$ cat config.mk
export PLATFORM = sky130hd
export DESIGN_NAME = reg_file_sweep
export DESIGN_NICKNAME = d
export VERILOG_FILES = /design/src/rtl/reg_file_sweep_pkg.sv /design/src/rtl/reg_file_clr_ctr.sv /design/src/rtl/reg_file_sweep.sv
export SDC_FILE = /design/constraint.sdc
export NUM_CORES = 1
export LEC_CHECK = 0
export CORE_MARGIN = 3
export CORE_UTILIZATION = 55
export CTS_CLUSTER_SIZE = 28
export DETAILED_ROUTE_END_ITERATION = 10
export GPL_TIMING_DRIVEN = 0
export PLACE_DENSITY = 0.76
export SKIP_CTS_REPAIR_TIMING = 1
export SYNTH_ARGS = -nofsm -noshare
export SYNTH_HDL_FRONTEND = slang
export SYNTH_SLANG_ARGS = --single-unit
$ cat constraint.sdc
create_clock -name CLK -period 9.9 [get_ports CLK]
set_input_delay 0.99 -clock CLK [delete_from_list [all_inputs] [get_ports CLK]]
set_output_delay 0.99 -clock CLK [all_outputs]
set_load 0.01 [all_outputs]
$ cat src/rtl/reg_file_sweep_pkg.sv
// Shared definitions for the reg_file_sweep register bank: default widths, FSM encoding and the
// all-zero word the clear sweep writes.
package reg_file_sweep_pkg;

  localparam int unsigned DATA_WIDTH_DEF = 32;
  localparam int unsigned ADDR_WIDTH_DEF = 5;

  typedef enum logic {
    StClear = 1'b0,
    StIdle  = 1'b1
  } state_e;

  localparam logic [DATA_WIDTH_DEF-1:0] ZERO_WORD = '0;

endpackage

$ cat src/rtl/reg_file_clr_ctr.sv
// Clear-sweep pointer for reg_file_sweep: walks every address once and flags the last one.
module reg_file_clr_ctr
  import reg_file_sweep_pkg::*;
#(
  parameter int unsigned ADDR_WIDTH = ADDR_WIDTH_DEF
) (
  input  logic                  clk_i,
  input  logic                  clr_i,
  input  logic                  en_i,
  output logic [ADDR_WIDTH-1:0] ptr_o,
  output logic                  done_o
);

  logic [ADDR_WIDTH-1:0] ptr_q;

  // Increment wraps modulo the depth, so the pointer is back at 0 once the sweep completes.
  always_ff @(posedge clk_i) begin
    if (clr_i) begin
      ptr_q <= '0;
    end else if (en_i) begin
      ptr_q <= ptr_q + ADDR_WIDTH'(1);
    end
  end

  always_comb begin
    ptr_o  = ptr_q;
    done_o = en_i && (ptr_q == {ADDR_WIDTH{1'b1}});
  end

endmodule

$ cat src/rtl/reg_file_sweep.sv
// Register bank with one write port, two registered read ports, write-to-read bypass and a
// post-reset clear sweep. Define REG_FILE_ZERO_REG_EN to hard-wire address 0 to zero.
module reg_file_sweep
  import reg_file_sweep_pkg::*;
#(
  parameter int unsigned DATA_WIDTH = DATA_WIDTH_DEF,
  parameter int unsigned ADDR_WIDTH = ADDR_WIDTH_DEF
) (
  input  logic                  CLK,
  input  logic                  RST,
  input  logic                  WRITE,
  input  logic [ADDR_WIDTH-1:0] ADDR_W,
  input  logic [DATA_WIDTH-1:0] DATA_W,
  input  logic                  READ,
  input  logic [ADDR_WIDTH-1:0] ADDR_R1,
  input  logic [ADDR_WIDTH-1:0] ADDR_R2,
  output logic [DATA_WIDTH-1:0] DATA_R1,
  output logic [DATA_WIDTH-1:0] DATA_R2,
  output logic                  WR_ACK,
  output logic                  BUSY
);

  localparam int unsigned DEPTH = 2 ** ADDR_WIDTH;
  localparam logic [DATA_WIDTH-1:0] Zero = DATA_WIDTH'(ZERO_WORD);

  state_e                state_q;
  logic                  busy_q;
  logic                  wr_ack_q;
  logic [DATA_WIDTH-1:0] data_r1_q;
  logic [DATA_WIDTH-1:0] data_r2_q;
  logic [DATA_WIDTH-1:0] mem_q [DEPTH];

  logic [ADDR_WIDTH-1:0] clr_ptr;
  logic                  clr_done;
  logic                  mem_we;
  logic [ADDR_WIDTH-1:0] mem_waddr;
  logic [DATA_WIDTH-1:0] mem_wdata;
  logic [DATA_WIDTH-1:0] rd1_val;
  logic [DATA_WIDTH-1:0] rd2_val;

  reg_file_clr_ctr #(
    .ADDR_WIDTH(ADDR_WIDTH)
  ) u_clr_ctr (
    .clk_i (CLK),
    .clr_i (RST),
    .en_i  (state_q == StClear),
    .ptr_o (clr_ptr),
    .done_o(clr_done)
  );

  // Single storage write port shared by the clear sweep and the user write.
  always_comb begin
    mem_we    = 1'b0;
    mem_waddr = clr_ptr;
    mem_wdata = Zero;
    if (!RST) begin
      if (state_q == StClear) begin
        mem_we = 1'b1;
      end else if (WRITE) begin
`ifdef REG_FILE_ZERO_REG_EN
        mem_we    = (ADDR_W != '0);
`else
        mem_we    = 1'b1;
`endif
        mem_waddr = ADDR_W;
        mem_wdata = DATA_W;
      end
    end
  end

  always_ff @(posedge CLK) begin
    if (mem_we) begin
      mem_q[mem_waddr] <= mem_wdata;
    end
  end

  // Each read port forwards the in-flight write independently.
  always_comb begin
    rd1_val = mem_q[ADDR_R1];
    rd2_val = mem_q[ADDR_R2];
    if (WRITE && (ADDR_R1 == ADDR_W)) rd1_val = DATA_W;
    if (WRITE && (ADDR_R2 == ADDR_W)) rd2_val = DATA_W;
`ifdef REG_FILE_ZERO_REG_EN
    if (ADDR_R1 == '0) rd1_val = Zero;
    if (ADDR_R2 == '0) rd2_val = Zero;
`endif
  end

  always_ff @(posedge CLK) begin
    if (RST) begin
      state_q   <= StClear;
      busy_q    <= 1'b1;
      wr_ack_q  <= 1'b0;
      data_r1_q <= Zero;
      data_r2_q <= Zero;
    end else begin
      wr_ack_q <= 1'b0;
      unique case (state_q)
        StClear: begin
          if (clr_done) begin
            state_q <= StIdle;
            busy_q  <= 1'b0;
          end
        end
        StIdle: begin
          wr_ack_q <= WRITE;
          if (READ) begin
            data_r1_q <= rd1_val;
            data_r2_q <= rd2_val;
          end
        end
      endcase
    end
  end

  assign DATA_R1 = data_r1_q;
  assign DATA_R2 = data_r2_q;
  assign WR_ACK  = wr_ack_q;
  assign BUSY    = busy_q;

endmodule

### Yosys cells after proc, flatten, opt, wreduce, memory -nomap -nowiden

Memory sizes are Yosys's and may differ from the RTL's. A register that Yosys moved wholly into a read port is not among the register bits.
Index checks and enable logic that the tools add are counted.

* word-level logic and storage cells: 25
* memory bits (writable): 1024
* memories kept: 1
* register bits after elaboration: 8
* input port bits: 51

Memories
* mem_q: words 32, width 32, rd ports 2, clocked after memory_dff 2, wr ports 1, line reg_file_sweep.sv:31 `logic [DATA_WIDTH-1:0] mem_q [DEPTH];`

* multiplexer cells: 13
* equal/unequal tests: 1
* add/sub/neg operators: 1
* reduce and logical (&&, ||, !) cells: 4
* bitwise operators: 1

Operators by type and width (count)
* 32-bit two-way mux: 3
* 5-bit two-way mux: 3
* 1-bit two-way mux: 7
* 5-bit by 1-bit adder with 5-bit output, second input constant: 1
* 5-bit == test, second input constant: 1
* 2-bit AND reduction: 2
* 2-bit OR reduction: 1
* 1-bit logical AND: 1
* 1-bit inverter: 1

### Longest topological paths before layout

* depth after elaboration: 5
* depth in mapped cells: 10
* gate-level depth less buffers: 6

### Cells and area by module

From an unflattened synthesis, not the netlist that was laid out.

* cells, all modules: 3020
* area total of the unflattened synthesis: 50578.5 um^2

Modules (own cells, without submodules)
* reg_file_sweep: instances 1, area each 50319.5 um^2, cells each 2997
* reg_file_clr_ctr: instances 1, area each 259.0 um^2, cells each 23

### Worst setup path before layout

OpenSTA, ideal clock, no wires.

* path type: input to register
* start: input RST
* end: memory mem_q[16][0] in the netlist's numbering (enable)
* stages: 6
* buffers on the path: 2
* setup slack: 6.031 ns
* arrival: 3.448 ns
* setup time: 0.421 ns
* data required time: 9.479 ns
* cells stage by stage: and3b_1 -> buf_6 -> clkbuf_1 -> mux2i_1 -> nand2_1 -> nor2_1

* cells in the longest elaborated chain, start to end: 3
* elaborated cells between the ends (all ways): 4
* classes of those cells: mux: 4

RTL lines
* start: declaration: line reg_file_sweep.sv:10 `input logic RST,`
* 1-bit two-way mux: line reg_file_sweep.sv:56 `if (!RST) begin`
* 1-bit two-way mux: line reg_file_sweep.sv:72 `if (mem_we) begin`
* 1-bit two-way mux (implied by the code): line reg_file_sweep.sv:73 `mem_q[mem_waddr] <= mem_wdata;`
* end: declaration: line reg_file_sweep.sv:31

Parallel ways exist; a longest one is shown, timed or not.

==> flow_summary.yaml <==
synthesis:
  syn_inst: 3185
  async_reset_ff_frac: 0
  synth_area_um2: 50680
  netlist_top_cells_area: "edfxtp_1, mux4_2, mux2i_1"
  synth.most_common_cell: "edfxtp_1"
  synth-seq-cells: 1096
  yosysTopAreaCell: "edfxtp_1"
  syn_avg_cell_area_um2: 15.91
  synth_cell_type_count: 50
  synth_top_area_frac: 0.6067
  synth-seq-area-share: 0.6352
  synth_edf_count: 1024
  syn_nets: 3238
  yosysWarnings: 0
  yosys-top-cells-count: "edfxtp_1, mux2i_1, a22oi_1"
  ys.flop_type: "edfxtp_1"
place:
  io_buffers: 111
  pre_cts_ws_ns: 4.854
  gp_congestion: 0.9936
  hpwlAfterDp_mm: 122.4
  placed_area_um2: 54270
timing:
  setup_tns_ns: 0
  post-route-min-period_ns: 4.814
  rsz0062_at_grt: "no"
  fin_skew_ns: 0.02417
  maxSlewHeadroom: 0.02542
  hold_viol_final: 0
  max_freq_ghz: 0.2077
  slew_violations: 0
  period_share: 0.4863
  worstMarginPinSlew_ns: 1.462
  setup_slack_ns: 5.086
  setup_viol_count_final: 0
clocking:
  numCtsBuffers: 110
  clk_latency_ns: 0.70
  clk_pin_slew_ns: 0.06
  cts_root_buffer: "clkbuf_16"
  ctsHtreeMaxLevel: 3
  cts_tree: "done"
  cts_num_sinks: 1096
  clockBufferDepth: 3
floorplan:
  die_h_um: 309.6
  start_util: 0.5588
  dieArea_um2: 95820
  io_pins: 117
  dieWidth_um: 309.6
  core-area_um2: 90700
  rows: 110
detailed_routing:
  first_pass_iters: 6
  viasPerCell: 7.365
  highest_layer: "met5"
  drtAntennaViolNets: 0
  met3_length_mm: 31.50
  wl_met2_mm: 76.95
  wl_met1_mm: 59.45
  drt_iter0_markers: 6297
  num_vias: 34750
  remaining_drc_errors: 0
  wl_per_cell_um: 37.78
  wirelength_mm: 178.2
critical_path:
  cp-end-kind: "flop"
  slowest_stage: "clkdlybuf4s50_1"
  worstPathRequired_ns: 10.47
  setup.worst_path.class: "in2reg"
  crit_chain: "clkdlybuf4s50_1, clkbuf_1, nor2b_1, clkbuf_1, clkbuf_1, a22oi_1, nand3_1, nand4_1, nor2_1, o21ai_1"
  cp_max_fo: 10
  worstPathArrival_ns: 5.38
  cp_slowest_stage_delay_ns: 0.94
  crit_top_cell: "clkbuf_1"
  crit_path_start_kind: "primary input"
global_route:
  antenna_found_initial: 6
  grt_usage: 0.3722
  grt.overflow.total: 0
  first_global_vias: 33830
  grt_max_degree: 35
  grt_pass1_wl_mm: 247.5
pwr:
  cellPowerDensity_nw_per_um2: 174.7
  cellLeakagePower_nw: 18.42
  vdd_ir_drop_max_mv: 0.1444
cells_and_area:
  multi_input_area_um2: 17590
  syn_to_final_growth_pct: 14.65
  nets: 3500
  fillers: 6226
  final_cell_area_um2: 58100
  seqCellArea_um2: 32190
  drive_above_1_share: 0.1807
  diodes: 0
job:
  cap_violations: 0
hold_path:
  hp-class: "reg2reg"
run_status:
  outcome: "completed"
-- final cells by class --
cell class	count	share of cell area
clock buffer	147	0.05280
buffer	259	0.01979
clock inverter	60	0.01141
sequential	1096	0.5540
timing repair buffer	150	0.03377
inverter	1	0.00006460
multi-input combinational	1829	0.3028
tap	1176	0.02532
-- logic make-up after synthesis --
logic type	after synthesis	share of synthesized area
AOI/OAI and AO/OA	529	0.07372
xor gates and xnor gates	13	0.002247
adders and majority gates	2	0.0004937
buffers and inverters	260	0.02276
DFF	1096	0.6352
muxes	771	0.2168
and+or+nand+nor	514	0.04878
-- layout by cell type, fill, tap and decap left out, drive strengths merged, types with 3 or more instances in the layout --
master         count
clkinvlp           3
or3                3
clkinv            42
a22oi            324
nand3b             3
a31oi              9
a21oi             52
o31ai             25
buf              161
nand4b             3
o22a               3
mux2i            510
nand2b            23
o21ai             85
nor2             126
nand4             55
nand3            110
edfxtp          1024
nor2b             11
bufinv            14
mux4             260
and2              36
a211oi            12
nor3b              3
clkdlybuf4s50    111
nand2            129
dfxtp             72
xor2              10
xnor2              3
and3               4
a311oi            10
and3b              3
clkbuf           284
-- power by group --
group | switching, W | leakage [nW] | internal (W) | total, W
Clock | 0.00179 | 1.83 | 0.00253 | 0.00433
Combinational | 0.000532 | 7.74 | 0.000258 | 0.000790
Sequential | 0.0000152 | 8.85 | 0.00502 | 0.00504
Total | 0.00234 | 18.4 | 0.00781 | 0.0102
-- through the flow --
step | hold WS, ns | instances | total power, W | utilization
6_report | 0.4454 | 4718 | 0.01015 | 0.6406
4_1_cts | 0.4503 | 4715 | 0.01009 | 0.6395
3_3_place_gp | 0.4324 | 4472 | 0.005858 | 0.5872
2_1_floorplan | 0.4707 | 3185 | 0.005564 | -
3_5_place_dp | 0.4428 | 4508 | 0.005878 | 0.5984
5_1_grt | 0.4651 | 4718 | 0.01033 | 0.6406
-- layer usage --
layer / track usage / vias up
met5: 0 / -
met1: 0.4838 / 17390
met3: 0.1606 / 601
li1: - / 13520
met2: 0.5406 / 3240
met4: 0.1811 / 4
-- state kept, by name, summed over array words and instances (netlist names) --
name             flops
u_clr_ctr.ptr_o      5
DATA_R1             32
DATA_R2             32
state_q              1
mem_q             1024
BUSY                 1
WR_ACK               1
-- worst max-delay path: cells and delay by family --
| kind | cells | cell delay (ns) |
|---|---|---|
| AND/OR/NAND/NOR | 4 | 1.01 |
| AO/OA/AOI/OAI | 2 | 0.33 |
| buffers and inverters | 4 | 3.02 |
-- worst paths after layout --
path,from,end,slack [ns],depth (start not counted)
worst max-delay path,ADDR_R1[4],DATA_R1[10]$_SDFFE_PP0P_,5.09,10
worst min-delay path,DATA_R2[21]$_SDFFE_PP0P_,DATA_R2[21]$_SDFFE_PP0P_,0.45,2
worst max register to register,state_q$_SDFF_PP0_,mem_q[24][29]$_DFFE_PP_,6.34,8
worst min register to register,DATA_R2[21]$_SDFFE_PP0P_,DATA_R2[21]$_SDFFE_PP0P_,0.45,2
(Power assumes the default switching activity.)
